--- src/rtl/tech_rst_seq.sv ---
// rtl/tech_rst_seq.sv - staged, synchronously released active-low reset sequencer
//
// Purpose: asserts all reset outputs asynchronously from the master reset and
// releases them one stage at a time, synchronised to clk, with HOLD cycles
// between releases. Optional four-phase software-reset handshake, compiled in
// when TECH_RST_SEQ_SWRST_EN is defined (otherwise sw_req is ignored and
// sw_ack is tied low; the port list is the same in both builds).
//
// Ports:
//   clk        in   1       single clock, all state on posedge
//   reset      in   1       asynchronous active-low master reset
//   sw_req     in   1       software reset request (four-phase, sync to clk)
//   sw_ack     out  1       software reset acknowledge
//   rst_n_out  out  STAGES  staged active-low resets, bit 0 released first
//   done       out  1       all stages released, sequencer in RUN
module tech_rst_seq #(
  parameter int STAGES     = 3,
  parameter int HOLD       = 4,
  parameter int SYNC_DEPTH = 2
) (
  input  logic              clk,
  input  logic              reset,
  input  logic              sw_req,
  output logic              sw_ack,
  output logic [STAGES-1:0] rst_n_out,
  output logic              done
);

  localparam int CW = $clog2(HOLD + 1);
  localparam int IW = (STAGES > 1) ? $clog2(STAGES) : 1;
  localparam logic [CW-1:0] CNT_LAST   = CW'(HOLD - 1);
  localparam logic [IW-1:0] STAGE_LAST = IW'(STAGES - 1);

`ifdef TECH_RST_SEQ_SWRST_EN
  typedef enum logic [2:0] {
    ST_SYNC,
    ST_STRETCH,
    ST_RUN,
    ST_SWASSERT,
    ST_SWWAIT
  } state_t;
`else
  typedef enum logic [1:0] {
    ST_SYNC,
    ST_STRETCH,
    ST_RUN
  } state_t;
`endif

  logic [SYNC_DEPTH-1:0] r_sync, w_sync_nxt;
  state_t                r_state, w_state_nxt;
  logic [CW-1:0]         r_cnt, w_cnt_nxt;
  logic [IW-1:0]         r_stage, w_stage_nxt;
  logic [STAGES-1:0]     r_rst_n, w_rst_n_nxt;
  logic                  r_done, w_done_nxt;

`ifdef TECH_RST_SEQ_SWRST_EN
  logic                  r_sw_ack, w_sw_ack_nxt;
`else
  logic                  w_sw_req_unused;
  assign w_sw_req_unused = sw_req;
`endif

  always_ff @(posedge clk or negedge reset) begin
    if (!reset) begin
      r_sync   <= '0;
      r_state  <= ST_SYNC;
      r_cnt    <= '0;
      r_stage  <= '0;
      r_rst_n  <= '0;
      r_done   <= 1'b0;
`ifdef TECH_RST_SEQ_SWRST_EN
      r_sw_ack <= 1'b0;
`endif
    end else begin
      r_sync   <= w_sync_nxt;
      r_state  <= w_state_nxt;
      r_cnt    <= w_cnt_nxt;
      r_stage  <= w_stage_nxt;
      r_rst_n  <= w_rst_n_nxt;
      r_done   <= w_done_nxt;
`ifdef TECH_RST_SEQ_SWRST_EN
      r_sw_ack <= w_sw_ack_nxt;
`endif
    end
  end

  always_comb begin
    // The synchroniser always shifts in 1; only the master reset clears it.
    w_sync_nxt   = {r_sync[SYNC_DEPTH-2:0], 1'b1};
    w_state_nxt  = r_state;
    w_cnt_nxt    = r_cnt;
    w_stage_nxt  = r_stage;
    w_rst_n_nxt  = r_rst_n;
    w_done_nxt   = r_done;
`ifdef TECH_RST_SEQ_SWRST_EN
    w_sw_ack_nxt = r_sw_ack;
`endif

    case (r_state)
      ST_SYNC: begin
        // Leave SYNC on the same edge the last synchroniser flop loads its 1,
        // so counting starts at edge SYNC_DEPTH and stage k lands on
        // SYNC_DEPTH + (k+1)*HOLD.
        if (w_sync_nxt[SYNC_DEPTH-1]) begin
          w_state_nxt = ST_STRETCH;
          w_cnt_nxt   = '0;
        end
      end

      ST_STRETCH: begin
        if (r_cnt == CNT_LAST) begin
          for (int k = 0; k < STAGES; k++) begin
            if (IW'(k) == r_stage) begin
              w_rst_n_nxt[k] = 1'b1;
            end
          end
          w_cnt_nxt = '0;
          if (r_stage == STAGE_LAST) begin
            w_done_nxt  = 1'b1;
            w_state_nxt = ST_RUN;
          end else begin
            w_stage_nxt = r_stage + 1'b1;
          end
        end else begin
          w_cnt_nxt = r_cnt + 1'b1;
        end
      end

      ST_RUN: begin
`ifdef TECH_RST_SEQ_SWRST_EN
        if (sw_req) begin
          w_state_nxt = ST_SWASSERT;
          w_rst_n_nxt = '0;
          w_done_nxt  = 1'b0;
          w_cnt_nxt   = '0;
          w_stage_nxt = '0;
        end
`endif
      end

`ifdef TECH_RST_SEQ_SWRST_EN
      ST_SWASSERT: begin
        if (r_cnt == CNT_LAST) begin
          w_sw_ack_nxt = 1'b1;
          w_cnt_nxt    = '0;
          w_state_nxt  = ST_SWWAIT;
        end else begin
          w_cnt_nxt = r_cnt + 1'b1;
        end
      end

      ST_SWWAIT: begin
        if (!sw_req) begin
          w_sw_ack_nxt = 1'b0;
          w_cnt_nxt    = '0;
          w_stage_nxt  = '0;
          w_state_nxt  = ST_STRETCH;
        end
      end
`endif

      default: begin
        w_state_nxt = ST_SYNC;
      end
    endcase
  end

  assign rst_n_out = r_rst_n;
  assign done      = r_done;
`ifdef TECH_RST_SEQ_SWRST_EN
  assign sw_ack    = r_sw_ack;
`else
  assign sw_ack    = 1'b0;
`endif

endmodule

--- config.mk ---
export PLATFORM = sky130hd
export DESIGN_NAME = tech_rst_seq
export DESIGN_NICKNAME = d
export VERILOG_FILES = /design/src/rtl/tech_rst_seq.sv
export SDC_FILE = /design/constraint.sdc
export NUM_CORES = 1
export LEC_CHECK = 0
export ABC_AREA = 1
export ABC_CLOCK_PERIOD_IN_PS = 1400
export CORE_AREA = 2 2 39 41
export DETAILED_ROUTE_END_ITERATION = 8
export DIE_AREA = 0 0 41 43
export SYNTH_ARGS = -nofsm -noshare
export SYNTH_HDL_FRONTEND = slang
export SYNTH_SLANG_ARGS = --single-unit
--- constraint.sdc ---
create_clock -name clk -period 1.4 [get_ports clk]
set_input_delay 0.21 -clock clk [delete_from_list [all_inputs] [get_ports clk]]
set_output_delay 0.21 -clock clk [all_outputs]
set_load 0.1 [all_outputs]
Yosys cells after proc, flatten, opt, wreduce, memory -nomap -nowiden
Cells that the tools add are included.
- bits in registers: 12
- output and inout port bits: 5
- $add $sub $neg: 2
- equality and inequality tests: 9
- multiplexer cells: 7
- bitwise logic cells: 2
- reductions and logical operators: 10
- operator list (kind ; count):
    $reduce_and 3->1 ; 5
    $mux 2 ; 3
    $mux 3 ; 2
    $ne 2x2->1 const B ; 3
    $pmux 2 s3 ; 1
    $pmux 3 s2 ; 1
    $eq 2x2->1 const B ; 2
    $logic_not 2->1 ; 2
    $reduce_and 4->1 ; 1
    $add 3x1->3 const B ; 1
    $eq 3x2->1 const B ; 1
    $add 2x1->2 const B ; 1
    $eq 1x2->1 const A ; 1
    $eq 2x1->1 const B ; 1
    $eq 2x2->1 const A ; 1
    $not 1->1 ; 2
    $reduce_and 2->1 ; 1
    $reduce_bool 2->1 ; 1

Logic depth before layout (Yosys ltp)
- depth in word-level cells: 4
- mapped depth: 6
- gate-level depth less buffers: 6

Least setup slack after synthesis
No wires, ideal clock.
- path type: register to output
- start: reg r_rst_n[2] (netlist: rst_n_out[2])
- end: out rst_n_out[2]
- data arrival time: 1340 ps
- required time: 1190 ps
- path slack: -150 ps
- stages on the path, launching flop included: 2
- path buffers: 1
- cells stage by stage: dfrtp_1 buf_4
- RTL lines (item ; line ; source):
    from (decl) ; 54 ; logic [STAGES-1:0] r_rst_n, w_rst_n_nxt;
    from (signal assigned) ; 80 ; r_rst_n <= w_rst_n_nxt;
    to (decl) ; 25 ; output logic [STAGES-1:0] rst_n_out,
No word-level cell between the ends.

Worst setup path in the final report
- start: reg r_cnt[0]
- end: reg r_stage[0]
- word-level cells in the longest chain between the ends: 2
- RTL lines (item ; line ; source):
    from (decl) ; 52 ; logic [CW-1:0] r_cnt, w_cnt_nxt;
    from (signal assigned) ; 78 ; r_cnt <= w_cnt_nxt;
    $eq 3x2->1 ; 112 ; if (r_cnt == CNT_LAST) begin
    $reduce_and 3->1 (no source line) ; -- ;
    to (signal assigned) ; 79 ; r_stage <= w_stage_nxt;
    to (decl) ; 53 ; logic [IW-1:0] r_stage, w_stage_nxt;
Every way passes these cells.
A chain may end at the register's enable or synchronous reset.

==> run_summary.xml <==
<?xml version="1.0" encoding="UTF-8"?>
<metrics>
  <group name="clock_network">
    <metric name="clock_latency" unit="ps">280</metric>
    <metric name="cts_root_buffer_type" unit="">sky130_fd_sc_hd__clkbuf_4</metric>
    <metric name="cts_tree" unit="">yes</metric>
    <metric name="post_cts.repair.setup_buffers" unit="">0</metric>
    <metric name="post_cts_resize_count" unit="">0</metric>
    <metric name="ctsHoldBuffers" unit="">0</metric>
    <metric name="cts-buffers-inserted" unit="">3</metric>
    <metric name="cts_max_path_buffers" unit="">2</metric>
    <metric name="cts.reportedPaths.clkPinSlew" unit="ps">70</metric>
    <metric name="h-tree-depth" unit="">1</metric>
    <metric name="cts_sinks" unit="">11</metric>
  </group>
  <group name="critical_path">
    <metric name="end_kind" unit="">flip-flop</metric>
    <metric name="ff2ff_setup_slack" unit="ps">280</metric>
    <metric name="criticalPathCategory" unit="">reg2reg</metric>
    <metric name="worst_path_required_time" unit="ps">1570</metric>
    <metric name="critPathMaxFanout" unit="">3</metric>
    <metric name="path_common_cell" unit="">sky130_fd_sc_hd__nand2_1</metric>
    <metric name="setup_crit_start_kind" unit="">flip-flop</metric>
    <metric name="worst_ep_arrival_time" unit="ps">1290</metric>
    <metric name="path_cells" unit="">ha_1, inv_1, nor2_1, nand3_1, nand2_1, nand2_1</metric>
    <metric name="worst-r2r-cell-count" unit="">6</metric>
    <metric name="reg2reg_to" unit="">r_stage[0]</metric>
    <metric name="highest_cell_delay_on_the_worst_timing_path" unit="ps">370</metric>
    <metric name="critical-path-slowest-cell" unit="">sky130_fd_sc_hd__dfrtp_1</metric>
    <metric name="regToRegStartpoint" unit="">r_cnt[0]</metric>
  </group>
  <group name="detailed_routing">
    <metric name="detail_route.drc_violations" unit="">0</metric>
    <metric name="totalWireLength" unit="um">763</metric>
    <metric name="first_pass_iters" unit="">2</metric>
    <metric name="route.antenna.remaining_nets" unit="">0</metric>
    <metric name="route.vias.total" unit="">353</metric>
    <metric name="via_per_inst" unit="">4.253</metric>
    <metric name="drt-wirelength-per-cell" unit="um">9.193</metric>
    <metric name="drt_iter0_markers" unit="">1</metric>
  </group>
  <group name="floorplanning">
    <metric name="die-height" unit="um">43</metric>
    <metric name="start_util" unit="">0.3743</metric>
    <metric name="design.core.area" unit="mm^2">0.001384</metric>
    <metric name="die_area" unit="mm^2">0.001763</metric>
    <metric name="placement_rows" unit="">14</metric>
    <metric name="die_width" unit="um">41</metric>
    <metric name="design.portCount" unit="">8</metric>
  </group>
  <group name="run_status">
    <metric name="run_status" unit="">complete, no violations</metric>
  </group>
  <group name="timing">
    <metric name="clock_skews" unit="ps">3.453</metric>
    <metric name="setup_viol" unit="">0</metric>
    <metric name="fmaxAchievable" unit="GHz">0.8934</metric>
    <metric name="timing.setup.tns" unit="ps">0</metric>
    <metric name="final_period_minus_worst_setup_slack" unit="ps">1119</metric>
    <metric name="grt_setup_unrepaired" unit="">false</metric>
    <metric name="hold_viol_final" unit="">0</metric>
    <metric name="slew_violations" unit="">0</metric>
    <metric name="final_min_period_over_clock_period" unit="">0.7995</metric>
  </group>
  <group name="finish">
    <metric name="insertedDiodeCount" unit="">0</metric>
    <metric name="flow.area_growth_from_synthesis" unit="%">25.12</metric>
    <metric name="finish.net_count" unit="">75</metric>
    <metric name="drive_gt1_frac" unit="">0.1493</metric>
  </group>
  <group name="min_path">
    <metric name="worst_hold_path_type" unit="">in2async</metric>
  </group>
  <group name="global_routing">
    <metric name="first_pass_grt_wire_length" unit="um">1359</metric>
    <metric name="global_route.overflow_total" unit="">0</metric>
    <metric name="first_global_vias" unit="">324</metric>
    <metric name="grt_use_total" unit="">0.1218</metric>
    <metric name="grt_start_max_net_pins" unit="">9</metric>
    <metric name="antenna_violations_before_repair" unit="">0</metric>
  </group>
  <group name="placement">
    <metric name="dp.final_hpwl" unit="um">601.4</metric>
    <metric name="gp_congestion" unit="">0.7088</metric>
    <metric name="buffer_ports.inserted" unit="">5</metric>
  </group>
  <group name="yosys">
    <metric name="top_cells_by_area_synth" unit="">sky130_fd_sc_hd__dfrtp_1, sky130_fd_sc_hd__ha_1, sky130_fd_sc_hd__nand2_1</metric>
    <metric name="ys_warn_count" unit="">0</metric>
    <metric name="mean_post_synth_cell_area" unit="um^2">8.780</metric>
    <metric name="synth-seq-area-share" unit="">0.5314</metric>
    <metric name="synth_top_cell_by_area" unit="">sky130_fd_sc_hd__dfrtp_1</metric>
    <metric name="synth.net_count" unit="">66</metric>
    <metric name="post-synth-top-area-fraction" unit="">0.5314</metric>
    <metric name="yosys_register_bits" unit="">11</metric>
    <metric name="netlist_area_before_placement" unit="um^2">518.0</metric>
    <metric name="synth_cell_type_count" unit="">12</metric>
    <metric name="synth_cells" unit="">59</metric>
  </group>
  <group name="run">
    <metric name="maxCapViolations" unit="">0</metric>
  </group>
</metrics>
==> cells in the mapped netlist <==
cell,n
sky130_fd_sc_hd__nand2_1,13
sky130_fd_sc_hd__dfrtp_1,11
sky130_fd_sc_hd__inv_1,10
sky130_fd_sc_hd__nand3_1,6
sky130_fd_sc_hd__nor2_1,6
sky130_fd_sc_hd__ha_1,4
sky130_fd_sc_hd__buf_4,2
sky130_fd_sc_hd__conb_1,2
sky130_fd_sc_hd__o21ai_0,2
sky130_fd_sc_hd__a21oi_1,1
sky130_fd_sc_hd__nor2_4,1
sky130_fd_sc_hd__o21ai_1,1
==> worst max-delay path: cells and delay by family, from the launching register on <==
| family | cells | cell delay, ps |
|---|---|---|
| DFF | 1 | 370 |
| adders and majority gates | 1 | 200 |
| and+or+nand+nor | 4 | 400 |
| buffers and inverters | 1 | 50 |
==> metal layers <==
metal,global-route usage,vias to the layer above,share of wire
met4,0.1400,0,0.059
met2,0.1469,10,0.41
met5,0,-,0
met3,0.01571,5,0.043
li1,-,191,-
met1,0.1633,147,0.49
==> logic make-up after synthesis <==
kind of cell | count (synthesis) | share of synthesized area
AND/OR/NAND/NOR | 26 | 0.2174
buffers and inverters | 12 | 0.1014
flip-flops | 11 | 0.5314
AO/OA/AOI/OAI | 4 | 0.03863
adder cells (fa/ha/maj) | 4 | 0.09662
other | 2 | 0.01450
==> cell usage in the layout, fill, tap and decap left out, types with 2 or more instances in the layout <==
master and count:
sky130_fd_sc_hd__buf_12 4, sky130_fd_sc_hd__clkbuf_4 3, sky130_fd_sc_hd__conb_1 2, sky130_fd_sc_hd__dfrtp_1 10, sky130_fd_sc_hd__ha_1 4, sky130_fd_sc_hd__inv_1 10, sky130_fd_sc_hd__nand2_1 13, sky130_fd_sc_hd__nand3_1 6
sky130_fd_sc_hd__nor2_1 6, sky130_fd_sc_hd__o21ai_0 2
==> final cells by class <==
class	instances	area, um^2
Clock buffer	4	26.28
Inverter	10	37.54
Timing Repair Buffer	6	97.59
Fill cell	126	735.7
Multi-Input combinational cell	36	190.2
Tap cell	16	20.02
Sequential cell	11	276.5
==> how the worst max path moves through the flow <==
stage | slack (ps) | end | from
2_1_floorplan | 140 | rst_n_out[2] | rst_n_out[2]
3_3_place_gp | 300 | r_stage[0] | r_cnt[0]
3_5_place_dp | 260 | r_stage[1] | r_cnt[0]
4_1_cts | 250 | r_stage[1] | r_cnt[0]
5_1_grt | 130 | r_state[1] | r_stage[0]
6_report | 280 | r_stage[0] | r_cnt[0]
==> stage by stage <==
| step | util | hold slack (ps) | instance area [um^2] | cells | worst slack, ps |
|---|---|---|---|---|---|
| finish | 0.4684 | 144.0 | 648.1 | 83 | 280.7 |
| global route | 0.4684 | 165.3 | 648.1 | 83 | 133.6 |
| CTS | 0.4684 | 154.9 | 648.1 | 83 | 252.3 |
| detailed placement | 0.4494 | 453.8 | 621.8 | 79 | 258.9 |
| global placement | 0.4494 | 443.7 | 621.8 | 79 | 299.3 |
| floorplan | - | -85.59 | 519.2 | 59 | 143.8 |
==> registers in the layout, indices dropped and copies added, names as in the netlist <==
| signal | count |
|---|---|
| r_cnt | 3 |
| r_stage | 2 |
| rst_n_out | 3 |
| r_state | 2 |
| r_sync | 1 |
Power is left out: the tool's default activity adds up to more than one toggle a clock period on the data nets, which glitch-free logic cannot reach.
